[config.mk]
export PLATFORM = sky130hd
export DESIGN_NAME = id_ex_stage
export DESIGN_NICKNAME = d
export VERILOG_FILES = /design/src/rtl/id_ex_stage.sv
export SDC_FILE = /design/constraint.sdc
export NUM_CORES = 1
export LEC_CHECK = 0
export ABC_AREA = 1
export CAP_MARGIN = 10
export CORE_ASPECT_RATIO = 0.6
export CORE_MARGIN = 2
export CORE_UTILIZATION = 43
export DETAILED_ROUTE_END_ITERATION = 10
export PLACE_DENSITY = 0.82
export SKIP_CTS_REPAIR_TIMING = 1
export SLEW_MARGIN = 0
export SYNTH_ARGS = -nofsm -noshare
export SYNTH_HDL_FRONTEND = slang
export SYNTH_SLANG_ARGS = --single-unit
[constraint.sdc]
create_clock -name clk_i -period 1.85 [get_ports clk_i]
set_clock_uncertainty 0.2 [all_clocks]
set_input_delay 0.2775 -clock clk_i [delete_from_list [all_inputs] [get_ports clk_i]]
set_output_delay 0.2775 -clock clk_i [all_outputs]
set_load 0.01 [all_outputs]
[src/rtl/id_ex_stage.sv]
// rtl/id_ex_stage.sv - ID/EX pipeline register with operand forwarding and load-use detection
module id_ex_stage #(
    parameter int DW = 32,
    parameter int AW = 5,
    parameter int CW = 4
) (
    input  logic          clk_i,
    input  logic          rst_i,
    input  logic          valid_i,
    input  logic [DW-1:0] rs_data_i,
    input  logic [DW-1:0] rt_data_i,
    input  logic [DW-1:0] imm_i,
    input  logic [AW-1:0] rs_addr_i,
    input  logic [AW-1:0] rt_addr_i,
    input  logic [AW-1:0] rd_addr_i,
    input  logic          uses_rt_i,
    input  logic [CW-1:0] alu_ctrl_i,
    input  logic [4:0]    shamt_i,
    input  logic          alu_src_i,
    input  logic          reg_write_i,
    input  logic          mem_read_i,
    input  logic          mem_write_i,
    input  logic          stall_i,
    input  logic          flush_i,
    input  logic          exmem_reg_write_i,
    input  logic [AW-1:0] exmem_rd_i,
    input  logic [DW-1:0] exmem_result_i,
    input  logic          memwb_reg_write_i,
    input  logic [AW-1:0] memwb_rd_i,
    input  logic [DW-1:0] memwb_result_i,
    output logic [DW-1:0] src1_o,
    output logic [DW-1:0] src2_o,
    output logic [CW-1:0] ctrl_o,
    output logic [4:0]    shamt_o,
    output logic [DW-1:0] store_data_o,
    output logic [AW-1:0] rd_o,
    output logic          reg_write_o,
    output logic          mem_read_o,
    output logic          mem_write_o,
    output logic          valid_o,
    output logic          stall_req_o
);

    typedef struct packed {
        logic          valid;
        logic [DW-1:0] rs_data;
        logic [DW-1:0] rt_data;
        logic [DW-1:0] imm;
        logic [AW-1:0] rs_addr;
        logic [AW-1:0] rt_addr;
        logic [AW-1:0] rd;
        logic [CW-1:0] alu_ctrl;
        logic [4:0]    shamt;
        logic          alu_src;
        logic          reg_write;
        logic          mem_read;
        logic          mem_write;
    } stage_t;

    stage_t stage_q;
    stage_t stage_d;

    // Reset is handled in the flop; flush clears like reset, stall holds.
    always_comb begin
        stage_d = stage_q;
        if (flush_i) begin
            stage_d = '0;
        end else if (!stall_i) begin
            stage_d.valid     = valid_i;
            stage_d.rs_data   = rs_data_i;
            stage_d.rt_data   = rt_data_i;
            stage_d.imm       = imm_i;
            stage_d.rs_addr   = rs_addr_i;
            stage_d.rt_addr   = rt_addr_i;
            stage_d.rd        = rd_addr_i;
            stage_d.alu_ctrl  = alu_ctrl_i;
            stage_d.shamt     = shamt_i;
            stage_d.alu_src   = alu_src_i;
            stage_d.reg_write = reg_write_i;
            stage_d.mem_read  = mem_read_i;
            stage_d.mem_write = mem_write_i;
        end
    end

    always_ff @(posedge clk_i) begin
        if (rst_i) begin
            stage_q <= '0;
        end else begin
            stage_q <= stage_d;
        end
    end

    logic exmem_hit_rs;
    logic memwb_hit_rs;
    logic exmem_hit_rt;
    logic memwb_hit_rt;
    logic [DW-1:0] fwd_rs;
    logic [DW-1:0] fwd_rt;

    // EX/MEM is the younger producer so it wins; r0 is hardwired and never forwarded.
    always_comb begin
        exmem_hit_rs = exmem_reg_write_i && (exmem_rd_i != '0) && (exmem_rd_i == stage_q.rs_addr);
        memwb_hit_rs = memwb_reg_write_i && (memwb_rd_i != '0) && (memwb_rd_i == stage_q.rs_addr);
        exmem_hit_rt = exmem_reg_write_i && (exmem_rd_i != '0) && (exmem_rd_i == stage_q.rt_addr);
        memwb_hit_rt = memwb_reg_write_i && (memwb_rd_i != '0) && (memwb_rd_i == stage_q.rt_addr);

        if (exmem_hit_rs)      fwd_rs = exmem_result_i;
        else if (memwb_hit_rs) fwd_rs = memwb_result_i;
        else                   fwd_rs = stage_q.rs_data;

        if (exmem_hit_rt)      fwd_rt = exmem_result_i;
        else if (memwb_hit_rt) fwd_rt = memwb_result_i;
        else                   fwd_rt = stage_q.rt_data;
    end

    always_comb begin
        src1_o       = fwd_rs;
        store_data_o = fwd_rt;
        src2_o       = stage_q.alu_src ? stage_q.imm : fwd_rt;
        ctrl_o       = stage_q.alu_ctrl;
        shamt_o      = stage_q.shamt;
        rd_o         = stage_q.rd;
        valid_o      = stage_q.valid;
        reg_write_o  = stage_q.reg_write & stage_q.valid;
        mem_read_o   = stage_q.mem_read & stage_q.valid;
        mem_write_o  = stage_q.mem_write & stage_q.valid;
    end

    // A load here cannot forward its data in time to a dependent instruction in decode.
    always_comb begin
        stall_req_o = stage_q.valid && stage_q.mem_read && (stage_q.rd != '0) && valid_i &&
                      ((stage_q.rd == rs_addr_i) || (uses_rt_i && (stage_q.rd == rt_addr_i)));
    end

endmodule

==> impl_metrics.toml <==
[synth]
synth-simple-area-share = 0.4255
ys_seq_elements = 125
avgSynthCellArea_sq_um = 6.561
synth-edff-count = 0
ys_warn_count = 0
ys_types = 29
synth_compound_area_frac = 0.1058
syn_inst = 1091
ys_async_sr_fraction = 0
syn-cell-area_sq_um = 7158
synthFlopType = "dfxtp_1"
syn_nets = 1297
synthAdderAreaFrac = 0
synth.mux.area_fraction = 0
yosysSeqAreaShare = 0.3496
synth_top_family_by_area = "simple AND/OR/NAND/NOR gates"
synth-xor-area-share = 0.03059

[timing]
period_share = 1.399
finalCriticalPeriod_ns = 2.589
setup_slack_ns = -0.7388
worstMarginPinSlew_ns = 0.3927
setup_viol = 97
slew_violations = 0
finalHoldViolations = 0
setup_tns_ns = -65.66
relSlewSlack = 0.7382
fmax_mhz = 386.3
rsz0062_at_grt = "yes"

[worst_setup_path]
critical_path_buf_inv_count = 5
start_kind = "input pin"
end_kind = "output port"
max_stage_delay_ns = 0.58
cp.depth = 9
cp_slowest_cell = "clkdlybuf4s50_1"
criticalPathCategory = "in2out"
critical_path.top_delay_family = "buffers and inverters"
cp.required_ns = 1.37
critPathMaxFanout = 8
crit_chain = "clkdlybuf4s50_1, o21ai_2, buf_4, nor3_4, buf_12, buf_12, nand3b_1, and2_4, buf_6"
crit_top_cell = "buf_12"
worstRegToRegCells = 3
worstPathArrival_ns = 2.11

[placement]
placed_cells = 1610
place_ws_ns = -1.117
place_congestion = 0.9530
port_buffers = 320
dp_hpwl_mm = 21.34
place_area_sq_um = 10930

[floorplanning]
dieArea_sq_um = 17730
core_area_sq_um = 16260
rows = 36
die_h_microns = 103.9
pin_count = 321
initial_core_util = 0.4402
die_x_microns = 170.6

[global_route]
grt_pass1_wl_mm = 44.24
track_usage = 0.3183
grt_pass1_vias = 8235
antenna_found_initial = 1
gr-total-overflow = 0
grt_max_degree = 48

[cts]
clk_latency_ns = 0.41
cts_root_buffer = "clkbuf_16"
cts_tree = "built"
cts.path.max_buffers = 2
cts.sinks = 125
cts_buffers = 17
path_clk_slew_ns = 0.06
htree_levels = 4

[layout]
final_nets = 1626
postLayoutCellArea_sq_um = 12690
final_common_cell = "nand2_1"
num-fill-cells = 1149
post-route-util = 0.7802
drive_gt1_frac = 0.2952
final_cells = 1662
final_cell_mix = "314 x nand2_1, 205 x clkdlybuf4s50_1, 114 x dfxtp_1"
syn_to_final_growth_pct = 77.24

[power_and_ir_drop]
p_seq_frac = 0.350
p_leak_uw = 0.005775
comb_power_share = 0.227
p_switching_uw = 2249
internal_power_uw = 5889
irDropWorstVdd_v = 0.0005205
p_per_area_nw_per_um2 = 641.4
netSwitchingFraction = 0.2763
clkPwrFrac = 0.423

[route]
drt-total-wl_mm = 33.59
drtIter0Drc = 1222
viasPerCell = 5.626
first_pass_iters = 6
avgRoutedWirePerCell_microns = 20.21
detail-route-antenna-nets = 0
drc_errors = 0
via_count = 9351

[run_status]
violations = "setup timing"
status = "complete, but fails checks"

[worst_hold_path]
holdPathStages = 3
min_path_type = "in2reg"

[flow_run]
maxCapViolations = 0
[flip-flops by register name, indices dropped and copies added, names as in the netlist]
name     flops
ctrl_o       4
stage_q    110
valid_o      1
shamt_o      5
rd_o         5
[synthesized netlist by cell type, types with 2 or more instances]
| cell | instances | area (sq um) |
|---|---|---|
| nand2_1 | 383 | 1438 |
| nand3b_1 | 65 | 488.0 |
| buf_4 | 14 | 105.1 |
| a21oi_1 | 89 | 445.4 |
| xor2_1 | 13 | 113.9 |
| xnor2_1 | 12 | 105.1 |
| buf_6 | 3 | 33.78 |
| nand4_1 | 2 | 12.51 |
| dfxtp_1 | 125 | 2502 |
| buf_1 | 15 | 56.30 |
| nand2_2 | 2 | 12.51 |
| and2_1 | 32 | 200.2 |
| inv_1 | 43 | 161.4 |
| nor2_1 | 49 | 183.9 |
| nand3_1 | 131 | 655.6 |
| buf_2 | 27 | 135.1 |
| clkbuf_1 | 36 | 135.1 |
| a211oi_1 | 39 | 292.8 |
[power groups by stage]
stage / combinational [uW] / sequential (uW) / clock (uW)
after floorplan: 644 / 2880 / 0
after global placement: 1650 / 2890 / 0
after detailed placement: 1660 / 2900 / 0
after global routing: 1940 / 2860 / 3580
final: 1840 / 2850 / 3440
after CTS: 1670 / 2840 / 3460
[cell families after synthesis]
kind of cell | count (synthesis)
compound gates | 131
xor+xnor | 25
buf+inv | 140
flops | 125
simple gates | 670
[worst reg2reg max path, cell delays in order, from the launching register on]
cell and delay, ns:
dfxtp_1 0.40, inv_1 0.13, buf_4 0.21, a211oi_1 0.26
[path summary, 6_finish.rpt]
check	to	from	slack, ns
worst max register to register	stage_q[3]$_SDFFE_PP0N_	stage_q[3]$_SDFFE_PP0N_	0.55
worst max-delay path	store_data_o[10]	exmem_rd_i[4]	-0.74
worst min register to register	stage_q[43]$_SDFFE_PP0N_	stage_q[43]$_SDFFE_PP0N_	0.27
worst min-delay path	stage_q[18]$_SDFFE_PP0N_	rt_addr_i[0]	0.03
[cell type report]
class                      count  area (sq um)  area share
antenna                        1         2.502   0.0001972
clock buffer                  21         450.4     0.03550
clock inverter                11         142.6     0.01124
inverter                      45         170.2     0.01341
multi-input combinational    826          5039      0.3971
sequential                   125          2524      0.1989
tap                          228         285.3     0.02249
timing repair buffer         405          4074      0.3211
[per-layer routing]
metal / up-vias / wire, microns / part of all wire / GRT usage
met5: - / 0 / 0 / 0
met4: 0 / 1011 / 0.030 / 0.07692
li1: 4215 / - / - / -
met3: 110 / 3809 / 0.11 / 0.07230
met1: 4361 / 13500 / 0.40 / 0.4322
met2: 665 / 15260 / 0.45 / 0.5116
[metrics by stage]
step	hold WS (ns)	total power, uW
final	0.02533	8138
after CTS	0.02560	7966
after global routing	0.02758	8382
after floorplan	0.2221	3526
after detailed placement	0.2530	4556
after global placement	0.2508	4543
Note: power is estimated with default switching activity, not from simulation.
